===== config.mk =====
export PLATFORM = sky130hd
export DESIGN_NAME = eda_push_queue_flat
export DESIGN_NICKNAME = d
export VERILOG_FILES = /design/src/rtl/eda_push_queue_if.sv /design/src/rtl/eda_push_queue.sv /design/src/flat_wrapper.sv
export SDC_FILE = /design/constraint.sdc
export NUM_CORES = 1
export LEC_CHECK = 0
export ABC_AREA = 1
export ABC_CLOCK_PERIOD_IN_PS = 7500
export CAP_MARGIN = 5
export CORE_MARGIN = 3
export CORE_UTILIZATION = 30
export DETAILED_ROUTE_END_ITERATION = 8
export GPL_TIMING_DRIVEN = 0
export PLACE_DENSITY = 0.44
export SLEW_MARGIN = 20
export SYNTH_ARGS = -nofsm -noshare
export SYNTH_HDL_FRONTEND = slang
export SYNTH_SLANG_ARGS = --single-unit

===== constraint.sdc =====
create_clock -name clk -period 7.5 [get_ports clk]
set_input_delay 1.5 -clock clk [delete_from_list [all_inputs] [get_ports clk]]
set_output_delay 1.5 -clock clk [all_outputs]
set_load 0.02 [all_outputs]

===== src/rtl/eda_push_queue_if.sv =====
// Pop-side valid/ready channel of eda_push_queue: the queue is the master,
// the window fetch stage is the slave.
interface eda_push_queue_if #(
  parameter int unsigned ADDR_WIDTH = 8
);
  logic                  pop_valid;
  logic                  pop_ready;
  logic [ADDR_WIDTH-1:0] pop_addr;

  modport master (output pop_valid, output pop_addr, input pop_ready);
  modport slave  (input pop_valid, input pop_addr, output pop_ready);
endinterface


===== src/rtl/eda_push_queue.sv =====
// Serializes the comparator's equal-neighbour mask into neighbour addresses and
// queues them in a circular FIFO. Optional high-water mark: EDA_PUSH_QUEUE_HWM_EN.
`ifndef CFG_M
`define CFG_M 4
`endif
`ifndef CFG_N
`define CFG_N 4
`endif
`ifndef CFG_WINDOW_WIDTH
`define CFG_WINDOW_WIDTH 9
`endif
`ifndef CFG_ADDR_WIDTH
`define CFG_ADDR_WIDTH 8
`endif

module eda_push_queue #(
  parameter int unsigned M            = `CFG_M,
  parameter int unsigned N            = `CFG_N,
  parameter int unsigned WINDOW_WIDTH = `CFG_WINDOW_WIDTH,
  parameter int unsigned ADDR_WIDTH   = `CFG_ADDR_WIDTH,
  parameter int unsigned DEPTH        = 16
) (
  input  logic                      clk,
  input  logic                      reset,
  input  logic                      new_pixel,
  input  logic [WINDOW_WIDTH-2:0]   push_positions,
  input  logic [ADDR_WIDTH-1:0]     center_addr,
  input  logic                      flush,
  output logic                      busy,
  eda_push_queue_if.master          pop_if,
  output logic [$clog2(DEPTH):0]    count,
  output logic                      protocol_err
`ifdef EDA_PUSH_QUEUE_HWM_EN
  ,
  output logic [$clog2(DEPTH):0]    hwm
`endif
);

  localparam int unsigned PW = $clog2(DEPTH);
  localparam int unsigned MW = WINDOW_WIDTH - 1;

  localparam logic [ADDR_WIDTH-1:0] N_A      = ADDR_WIDTH'(N);
  localparam logic [ADDR_WIDTH-1:0] ONE_A    = ADDR_WIDTH'(1);
  localparam logic [MW-1:0]         MASK_ONE = MW'(1);
  localparam logic [PW:0]           FULL_CNT = (PW + 1)'(DEPTH);
  localparam logic [PW:0]           CNT_ONE  = (PW + 1)'(1);
  localparam logic [PW-1:0]         PTR_ONE  = PW'(1);

  if (WINDOW_WIDTH != 9 || DEPTH < 2 || (DEPTH & (DEPTH - 1)) != 0 ||
      64'(M) * 64'(N) > (64'(1) << ADDR_WIDTH)) begin : g_cfg_check
    $error("eda_push_queue: unsupported parameter set");
  end

  typedef enum logic {IDLE, EMIT} state_t;

  state_t                state, state_nx;
  logic [MW-1:0]         mask_q, mask_nx, mask_clr;
  logic [ADDR_WIDTH-1:0] center_q, nb_addr;
  logic [2:0]            lsb;
  logic                  capture, wr_en, pop, full;
  logic [PW-1:0]         rd_ptr, wr_ptr;
  logic [PW:0]           count_nx;
  logic [ADDR_WIDTH-1:0] mem [DEPTH];

  assign busy             = (state == EMIT);
  assign full             = (count == FULL_CNT);
  assign pop_if.pop_valid = (count != '0);
  assign pop_if.pop_addr  = pop_if.pop_valid ? mem[rd_ptr] : '0;
  assign pop              = pop_if.pop_valid && pop_if.pop_ready;
  // A pop on a full FIFO frees the slot the serializer writes this same edge.
  assign wr_en            = busy && (!full || pop);
  assign mask_clr         = mask_q & (mask_q - MASK_ONE);

  always_comb begin
    lsb = '0;
    for (int unsigned i = MW; i > 0; i--)
      if (mask_q[i-1]) lsb = 3'(i - 1);
  end

  always_comb begin
    case (lsb)
      3'd0:    nb_addr = center_q - N_A - ONE_A;
      3'd1:    nb_addr = center_q - N_A;
      3'd2:    nb_addr = center_q - N_A + ONE_A;
      3'd3:    nb_addr = center_q - ONE_A;
      3'd4:    nb_addr = center_q + ONE_A;
      3'd5:    nb_addr = center_q + N_A - ONE_A;
      3'd6:    nb_addr = center_q + N_A;
      default: nb_addr = center_q + N_A + ONE_A;
    endcase
  end

  always_comb begin
    state_nx = state;
    mask_nx  = mask_q;
    capture  = 1'b0;
    case (state)
      IDLE: if (new_pixel && (push_positions != '0)) begin
        capture  = 1'b1;
        mask_nx  = push_positions;
        state_nx = EMIT;
      end
      EMIT: if (wr_en) begin
        mask_nx = mask_clr;
        if (mask_clr == '0) state_nx = IDLE;
      end
      default: state_nx = IDLE;
    endcase
    if (flush) begin
      state_nx = IDLE;
      mask_nx  = '0;
      capture  = 1'b0;
    end
  end

  always_comb begin
    count_nx = count;
    if (flush)               count_nx = '0;
    else if (wr_en && !pop)  count_nx = count + CNT_ONE;
    else if (!wr_en && pop)  count_nx = count - CNT_ONE;
  end

  always_ff @(posedge clk or posedge reset) begin
    if (reset) begin
      state        <= IDLE;
      mask_q       <= '0;
      center_q     <= '0;
      rd_ptr       <= '0;
      wr_ptr       <= '0;
      count        <= '0;
      protocol_err <= 1'b0;
    end else begin
      state  <= state_nx;
      mask_q <= mask_nx;
      count  <= count_nx;
      if (capture) center_q <= center_addr;
      if (new_pixel && busy) protocol_err <= 1'b1;
      if (flush) begin
        rd_ptr <= '0;
        wr_ptr <= '0;
      end else begin
        if (wr_en) wr_ptr <= wr_ptr + PTR_ONE;
        if (pop)   rd_ptr <= rd_ptr + PTR_ONE;
      end
    end
  end

  always_ff @(posedge clk) begin
    if (wr_en && !flush) mem[wr_ptr] <= nb_addr;
  end

`ifdef EDA_PUSH_QUEUE_HWM_EN
  always_ff @(posedge clk or posedge reset) begin
    if (reset)                hwm <= '0;
    else if (flush)           hwm <= '0;
    else if (count_nx > hwm)  hwm <= count_nx;
  end
`endif

endmodule


===== src/flat_wrapper.sv =====
// flat-port wrapper written by rule: the top's interface ports become plain ports
module eda_push_queue_flat 
#(
  parameter int unsigned M            = `CFG_M,
  parameter int unsigned N            = `CFG_N,
  parameter int unsigned WINDOW_WIDTH = `CFG_WINDOW_WIDTH,
  parameter int unsigned ADDR_WIDTH   = `CFG_ADDR_WIDTH,
  parameter int unsigned DEPTH        = 16
)
  (clk, reset, new_pixel, push_positions, center_addr, flush, busy, count, protocol_err, pop_if_pop_valid, pop_if_pop_addr, pop_if_pop_ready);
  eda_push_queue_if #(.ADDR_WIDTH(ADDR_WIDTH)) pop_if_i ();
  input  logic clk;
  input  logic reset;
  input  logic new_pixel;
  input  logic [WINDOW_WIDTH-2:0] push_positions;
  input  logic [ADDR_WIDTH-1:0] center_addr;
  input  logic flush;
  output logic busy;
  output logic [$clog2(DEPTH):0] count;
  output logic protocol_err;
  output wire logic [$bits(pop_if_i.pop_valid)-1:0] pop_if_pop_valid;
  output wire logic [$bits(pop_if_i.pop_addr)-1:0] pop_if_pop_addr;
  input wire logic [$bits(pop_if_i.pop_ready)-1:0] pop_if_pop_ready;
  assign pop_if_pop_valid = pop_if_i.pop_valid;
  assign pop_if_pop_addr = pop_if_i.pop_addr;
  assign pop_if_i.pop_ready = pop_if_pop_ready;
  eda_push_queue #(.M(M), .N(N), .WINDOW_WIDTH(WINDOW_WIDTH), .ADDR_WIDTH(ADDR_WIDTH), .DEPTH(DEPTH)) u_core (.clk(clk), .reset(reset), .new_pixel(new_pixel), .push_positions(push_positions), .center_addr(center_addr), .flush(flush), .busy(busy), .pop_if(pop_if_i), .count(count), .protocol_err(protocol_err));
endmodule

==> impl_metrics.env <==
export IMPL_status="completed"
export IMPL_worstSetupPathType="flop to output pin"
export IMPL_period_needed_ns=4.91
export IMPL_fin_cells=1227
export IMPL_drive_gt1_share_pct=10.9
export IMPL_switching_share_pct=39.5
export IMPL_grt_overflow=0
export IMPL_clk_pin_slew_ns=0.06
export IMPL_die_x_um=169
export IMPL_crit_arrival_ns=3.41
export IMPL_synth_top_cells_by_area="edfxtp_1 48%, dfrtp_1 9.7%, o21ai_0 6.6%"
export IMPL_drtIter0Drc=426
export IMPL_yosys_warnings=0
export IMPL_hold_buffers=0
export IMPL_vias=6137
export IMPL_grt_pass1_vias=6105
export IMPL_synth_seq_cells=159
export IMPL_seqPwrFrac_pct=36.6
export IMPL_clock_sinks=159
export IMPL_min_period_over_period_pct=65.5
export IMPL_tns_ns=0
export IMPL_drc_errors=0
export IMPL_p_sw_mw=1.33
export IMPL_setup_slack_ns=2.59
export IMPL_port_buffers=36
export IMPL_drt_pre_antenna_iters=5
export IMPL_diodes=0
export IMPL_yosysTopAreaCellShare_pct=48.1
export IMPL_p_int_mw=2.04
export IMPL_synth_simple_gate_area_share_pct=17.8
export IMPL_dp_hpwl_um=16500
export IMPL_syn2layout_area_growth_pct=19.1
export IMPL_postCtsSetupBuffers=0
export IMPL_syn_area_um2=8000
export IMPL_grt_max_degree=29
export IMPL_cts_tree="done"
export IMPL_gp_congestion=0.817
export IMPL_pwr_share_clk_pct=25.2
export IMPL_worstSkewPairLatency_ns=0.43
export IMPL_combPwrFrac_pct=38.2
export IMPL_ctsHtreeMaxLevel=4
export IMPL_report_final_slew_viol_count=0
export IMPL_regArea_um2=4620
export IMPL_track_usage_pct=16.3
export IMPL_synthFlopType="edfxtp_1"
export IMPL_rsz0062_at_grt="false"
export IMPL_hold_slack_ns=0.475
export IMPL_p_total_mw=3.37
export IMPL_synth_edf_count=128
export IMPL_pre_cts_ws_ns=3.03
export IMPL_dp_cells=1195
export IMPL_yosys_area_share_adder_pct=3.32
export IMPL_cts_root_buf="clkbuf_16"
export IMPL_p_leak_nw=3.51
export IMPL_critPathLaunchType="flop"
export IMPL_synth_top_area_cell="edfxtp_1"
export IMPL_synth_mux_area_share_pct=0
export IMPL_synthesis_instances=814
export IMPL_die_y_um=169
export IMPL_synth_compound_area_share_pct=13.8
export IMPL_syn_avg_cell_area_um2=9.83
export IMPL_cap_viol_max_count=0
export IMPL_fillCellCount=2722
export IMPL_required_ns=6.00
export IMPL_hold_violations=0
export IMPL_cp_end_kind="output pin"
export IMPL_powerDensity_nw_per_um2=353
export IMPL_synth_top_family_by_area="simple AND/OR/NAND/NOR gates"
export IMPL_yosysUniqueCellTypes=41
export IMPL_numCtsBuffers=17
export IMPL_grt_pass1_wl_um=35500
export IMPL_totalWireLength_um=22900
export IMPL_max_freq_mhz=203
export IMPL_synthXorXnorAreaFrac_pct=2.08
export IMPL_worstPathMaxFanout=10
export IMPL_synthArstFlopShare_pct=19.5
export IMPL_nNetsFinal=920
export IMPL_multi_input_area_um2=3040
export IMPL_postCtsResizedCells=0
export IMPL_seq_area_frac_synth_pct=57.8
export IMPL_fp_coreArea_um2=26100
export IMPL_ant_nets=0
export IMPL_wire_per_inst_um=18.7
export IMPL_grt_antenna_before_repair=0
export IMPL_setup_viol=0
export IMPL_start_util_pct=30.6
export IMPL_synth_nets=855
export IMPL_hold_path_class="flop to flop"
export IMPL_ios=37
export IMPL_tightestPinTransition_ns=1.00
export IMPL_peakVddDrop_v=0.000150
export IMPL_die_area_um2=28700
export IMPL_fin_skew_ns=0.0104
export IMPL_slew_headroom_pct=32.9
export IMPL_via_per_inst=5.00
export IMPL_cts_buffer_depth=2
export IMPL_std_cell_rows=59
flip-flops by register name, indices dropped and copies added (netlist names):
signal / cells
u_core.center_q: 8
u_core.rd_ptr: 4
u_core.mask_q: 8
u_core.mem: 128
u_core.busy: 1
u_core.protocol_err: 1
u_core.wr_ptr: 4
u_core.count: 5
layout by cell type, fill, tap and decap left out, drive strengths merged, types with 16 or more instances in the layout:
master,instances
ha,18
nand4,16
clkdlybuf4s50,36
nand3,45
a21oi,32
inv,80
buf,17
dfrtp,31
o21ai,109
nor3,18
edfxtp,128
clkbuf,42
nand2,113
o221ai,22
nor2,123
worst max-delay path: stages, from the launching register on:
cell and delay (ns):
dfrtp_1 0.42, clkbuf_1 0.41, clkbuf_1 0.51, o21ai_0 0.20, o22ai_1 0.37, o21ai_0 0.23, a21oi_1 0.20, clkdlybuf4s50_1 0.63
layer usage:
layer	GRT usage, %	up-vias	share of wire, %
met3	2.94	18	4.9
li1	-	3016	-
met4	3.81	0	1.3
met2	26.2	149	46
met1	23.0	2954	48
met5	0	-	0
power by group through the flow:
stage / sequential (mW) / combinational (mW) / clock (mW)
floorplan: 1.24 / 0.771 / 0
global placement: 1.26 / 1.27 / 0
detailed placement: 1.25 / 1.30 / 0
CTS: 1.23 / 1.31 / 0.865
global route: 1.24 / 1.44 / 0.900
finish: 1.23 / 1.29 / 0.850
stage by stage:
stage / area [µm²] / util [%]
finish: 9530 / 36.5
global route: 9530 / 36.5
CTS: 9530 / 36.5
detailed placement: 8960 / 34.3
global placement: 8780 / 33.6
floorplan: 8000 / -
cells by family after synthesis:
| kind of cell | after synthesis |
|---|---|
| and+or+nand+nor | 321 |
| DFF | 159 |
| adders and majority gates | 20 |
| AOI/OAI and AO/OA | 189 |
| buffers and inverters | 106 |
| xor gates and xnor gates | 19 |
cell usage after synthesis (all sizes together) (3+ instances only):
cell type  number
xor2           14
clkbuf         25
xnor2           5
o22ai          13
ha             18
o2111ai         3
nand3          45
a211oi          5
o21ai         109
nand2         113
edfxtp        128
inv            73
buf             7
o221ai         22
nor2          123
nor3           18
a21oi          32
nand4          16
dfrtp          31
path summary, 6_finish.rpt:
| kind | startpoint | endpoint | cells past startpoint | slack, ns |
|---|---|---|---|---|
| worst min-delay path | u_core.protocol_err | u_core.protocol_err | 1 | 0.47 |
| worst max-delay path | u_core.rd_ptr[0] | pop_if_pop_addr[4] | 7 | 2.59 |
| max in group asynchronous | reset | u_core.mask_q[1] | 3 | 5.85 |
| min in group asynchronous | reset | u_core.count[1] | 2 | 1.26 |
| worst min register to register | u_core.protocol_err | u_core.protocol_err | 1 | 0.47 |
| worst max register to register | u_core.mask_q[2] | u_core.mem[10][7] | 18 | 3.62 |
cell type report:
class                   instances  area share, %
flip-flops and latches        159           48.5
multi-input cells             549           31.9
repair buffers                 46           4.78
clock buffers                  17           4.46
well taps                     335           4.40
inverters                      74           2.91
clock inverters                15           1.56
plain buffers                  32           1.52
Note: power is estimated with default switching activity, not from simulation.
==> RTL edit 1 (same flow settings) <==
One comparison of `count` changes from == to >=.
--- a/src/rtl/eda_push_queue.sv
+++ b/src/rtl/eda_push_queue.sv
@@ -65,3 +65,3 @@
   assign busy             = (state == EMIT);
-  assign full             = (count == FULL_CNT);
+  assign full             = (count >= FULL_CNT);
   assign pop_if.pop_valid = (count != '0);
Behaviour: same outputs for any inputs over 4 cycles, from zero or initial values and one cycle with reset high; that may be too few to reach the edited logic, so the function may still have changed.
==> RTL edit 1 against the original RTL <==
Total power rose by 4.9%; routed wire length grew 0.52%; worst hold slack better by 0.0088 ns; worst setup slack got worse by 0.33 ns; sequential cell count stayed put; global-route usage grew 0.28 points; synthesized area decreased by 1.6%; fmax down 6.2%; sequential share of layout area up 0.90 points; final area decreased by 1.8%; combinational power rose by 8%.
==> RTL edit 1: results <==
{
  "status": "finished, final reports clean",
  "path_clk_slew_ns": 0.07,
  "yosysUniqueCellTypes": 43,
  "slowest_stage_delay_on_critical_path_ns": 0.66,
  "gp_routability_congestion": 0.8805,
  "hold_depth": 1,
  "grt_first_pass_wirelength_microns": 35290,
  "route.detailed.vias_per_inst": 5.132,
  "area_taken_by_multi_input_logic_gates_sq_mm": 0.002948,
  "static-leakage-power_nw": 3.387,
  "nNetsFinal": 871,
  "first_global_vias": 5853,
  "grt_max_degree": 32,
  "worst_slew_margin_rel": 0.3759,
  "grtUsageMet1": 0.2331,
  "dp_hpwl_microns": 16080,
  "gr-usage-met3": 0.02818,
  "peakVddDrop_mv": 0.1498,
  "timing.critical_path.fanout_max": 10,
  "yosysSeqAreaShare": 0.5870,
  "layout.filler_cells": 2592,
  "worst_clock_skew_ns": 0.01132,
  "worstReg2RegEnd": "u_core.mem[14][5]",
  "post_synth_main_area_contributors": "edfxtp_1 (49%), dfrtp_1 (9.9%), o21ai_0 (6.5%), nor2_1 (5.2%), nand2_1 (3.7%)",
  "first_iter_violations": 531,
  "worstSkewPairLatency_ns": 0.43,
  "placed_cells": 1141,
  "die-area_sq_mm": 0.02821,
  "synthesis.nets": 812,
  "synth_top_cells_by_count": "edfxtp_1 (128), nor2_1 (108), o21ai_0 (102)",
  "ff2ff_setup_slack_ns": 3.76,
  "grtUsageMet2": 0.2638,
  "placedInstanceArea_sq_mm": 0.008758,
  "wirelength_microns": 23050,
  "num_vias": 6020,
  "synth_cells": 771,
  "detail_route.first_pass.iterations": 7
}
-- RTL edit 1: worst max-delay path, delay by kind of cell, from the launching register on --
family | cells | cell delay, ns
buffers and inverters | 5 | 2.02
AO/OA/AOI/OAI | 4 | 0.87
flip-flops | 1 | 0.41
-- RTL edit 1: final cells by class --
type | instances | area share
buffer | 28 | 0.01123
clock buffer | 17 | 0.04547
clock inverter | 15 | 0.01845
inverter | 72 | 0.02942
multi-input combinational | 512 | 0.3151
sequential | 159 | 0.4937
tap | 330 | 0.04413
timing repair buffer | 40 | 0.04252
-- RTL edit 1: metal layers --
metal	up-vias	wire length [microns]
met4	0	312
met2	141	10800
met5	-	0
met1	2993	10850
met3	13	1082
li1	2873	-
-- RTL edit 1: power breakdown --
part / internal (mW) / total, mW / switching [mW]
Sequential: 1.21 / 1.25 / 0.0414
Clock: 0.502 / 0.894 / 0.392
Combinational: 0.405 / 1.39 / 0.982
Total: 2.12 / 3.53 / 1.41
-- RTL edit 1: worst max path at each step --
stage	startpoint	endpoint	slack [ns]	depth (start not counted)
after detailed placement	u_core.rd_ptr[0]	pop_if_pop_addr[6]	2.71	9
after global placement	u_core.rd_ptr[0]	pop_if_pop_addr[6]	2.74	9
after CTS	u_core.rd_ptr[0]	pop_if_pop_addr[6]	2.24	9
final	u_core.rd_ptr[0]	pop_if_pop_addr[6]	2.26	9
after global routing	u_core.rd_ptr[0]	pop_if_pop_addr[6]	1.93	9
after floorplan	u_core.rd_ptr[0]	pop_if_pop_addr[6]	4.13	8
-- RTL edit 1: kinds of logic after synthesis --
group / after synthesis / synth area share
compound gates: 192 / 0.1455
xor+xnor: 19 / 0.02114
fa+ha+maj: 20 / 0.03371
buf+inv: 100 / 0.04833
flops: 159 / 0.5870
simple gates: 281 / 0.1644
==> RTL edit 2 (same flow settings) <==
Without the edit above. Change the macro `CFG_ADDR_WIDTH` from 8 to 7.
--- a/src/rtl/eda_push_queue.sv
+++ b/src/rtl/eda_push_queue.sv
@@ -12,3 +12,3 @@
 `ifndef CFG_ADDR_WIDTH
-`define CFG_ADDR_WIDTH 8
+`define CFG_ADDR_WIDTH 7
 `endif
Interface: changed (resized center_addr and pop_if_pop_addr); port bits go from 37 to 35. The function was not compared with the original's and may differ.
==> RTL edit 2 against the original RTL <==
Worst setup slack worse by 0.0079 ns; final area is 10% lower; critical path depth is 1 higher; non-clock buffer count is 14 lower; synthesized area is 11% lower; total power is 7.0% lower; clock skew is 0.0013 ns higher; largest cell class unchanged; fmax is 0.16% lower; routed wire length is 13% lower; sequential power is 11% lower; critical endpoint unchanged; clock power is 6.2% higher; sequential cell count is 17 lower.
==> RTL edit 2: results <==
{
  "intPower_mw": 1.940,
  "xor_xnor_cell_area_share_of_the_yosys_netlist": 0.01842,
  "clk_root_buffer_cell": "clkbuf_16",
  "timing.critical_path.arrival_ns": 3.42,
  "share_seq_of_total_power": 0.347,
  "wirelength_microns": 20060,
  "synth_enable_flop_cells": 112,
  "instances_no_fill": 1095,
  "worst_slew_margin_rel": 0.2576,
  "grt_max_degree": 31,
  "ff2ff_setup_slack_ns": 3.73,
  "cts_setup_buffers": 0,
  "hold_depth": 1,
  "post-place-ws_ns": 3.031,
  "post_cts_resized": 0,
  "status": "finished, final reports clean",
  "yosysSeqAreaShare": 0.5769,
  "synthesis.nets": 753,
  "first_global_vias": 5611,
  "post_synth_main_area_contributors": "edfxtp_1 (47%), dfrtp_1 (11%), o21ai_0 (6.6%), nor2_1 (5.1%), nand2_1 (4.2%)",
  "hold_ws_ns": 0.4551,
  "grt_first_pass_wirelength_microns": 31150,
  "nNetsFinal": 808,
  "worst_clock_skew_ns": 0.01174,
  "synth_top_cells_by_count": "edfxtp_1 (112), nor2_1 (97), o21ai_0 (94)",
  "dp_hpwl_microns": 14430,
  "synth-compound-area-share": 0.1444,
  "synth_mux_area_frac": 0,
  "syn_area_cell_sq_um": 9.987,
  "class_of_the_tightest_hold_or_removal_check": "flop to flop",
  "gp_routability_congestion": 0.8908,
  "comb_power_share": 0.365,
  "layout_top_registers": "u_core.mem: 112 flops, u_core.mask_q: 8 flops, u_core.center_q: 7 flops",
  "maxClockFrequency_mhz": 203.2,
  "yosysUniqueCellTypes": 40,
  "first_iter_violations": 413,
  "report.final.hold_viol_count": 0,
  "io_buffers": 33,
  "antenna_found_initial": 0,
  "post_synth_fa_ha_maj_area_fraction": 0.03544,
  "timing.reg2reg.worst_path_depth": 21,
  "placedInstanceArea_sq_mm": 0.007928,
  "cts_max_path_buffers": 2,
  "timing.critical_path.fanout_max": 10,
  "drive_gt1_frac": 0.1061,
  "static-leakage-power_nw": 3.138,
  "peakVddDrop_mv": 0.1490,
  "asyncSetResetFlopFracSynth": 0.2113,
  "post-synth-top-count-cell": "edfxtp_1",
  "synth-warning-count": 0,
  "grtUsageTotal": 0.1569,
  "pg_comb_mw": 1.14,
  "route.detailed.vias_per_inst": 5.055,
  "path_clk_slew_ns": 0.06,
  "cts_htree_levels": 4
}
==> RTL edit 2: cell type report <==
| type | count | area (sq um) |
|---|---|---|
| buffer | 28 | 112.6 |
| clock buffer | 18 | 429.2 |
| clock inverter | 14 | 195.2 |
| fill | 2345 | 14410 |
| inverter | 69 | 259.0 |
| multi-input combinational | 475 | 2706 |
| sequential | 142 | 4114 |
| tap | 313 | 391.6 |
| timing repair buffer | 36 | 367.9 |
==> RTL edit 2: path summary, 6_finish.rpt <==
kind                                      from                   to
setup / recovery              u_core.rd_ptr[0]   pop_if_pop_addr[4]
hold / removal             u_core.protocol_err  u_core.protocol_err
setup reg to reg              u_core.mask_q[6]    u_core.mem[11][6]
hold reg to reg            u_core.protocol_err  u_core.protocol_err
max in group asynchronous                reset     u_core.rd_ptr[2]
min in group asynchronous                reset      u_core.count[4]
==> RTL edit 2: kinds of logic (layout without fill, tap and decap cells) <==
| kind of cell | Yosys count | count (layout) |
|---|---|---|
| compound gates | 171 | 171 |
| xor+xnor | 15 | 15 |
| fa+ha+maj | 19 | 19 |
| buf+inv | 97 | 165 |
| flops | 142 | 142 |
| simple gates | 270 | 270 |
==> RTL edit 2: layer usage <==
| layer | up-vias | GRT usage | part of all wire |
|---|---|---|---|
| met2 | 163 | 0.2533 | 0.46 |
| met5 | - | 0 | 0 |
| li1 | 2645 | - | - |
| met4 | 0 | 0.06351 | 0.032 |
| met3 | 31 | 0.03217 | 0.046 |
| met1 | 2696 | 0.2064 | 0.46 |
==> RTL edit 2: worst max-delay path: stages, from the launching register on <==
cell             delay (ns)
dfrtp_1                0.43
inv_1                  0.12
clkbuf_1               0.42
clkbuf_1               0.56
o21ai_0                0.16
o22ai_1                0.23
o21ai_0                0.20
a21oi_1                0.24
clkdlybuf4s50_1        0.64
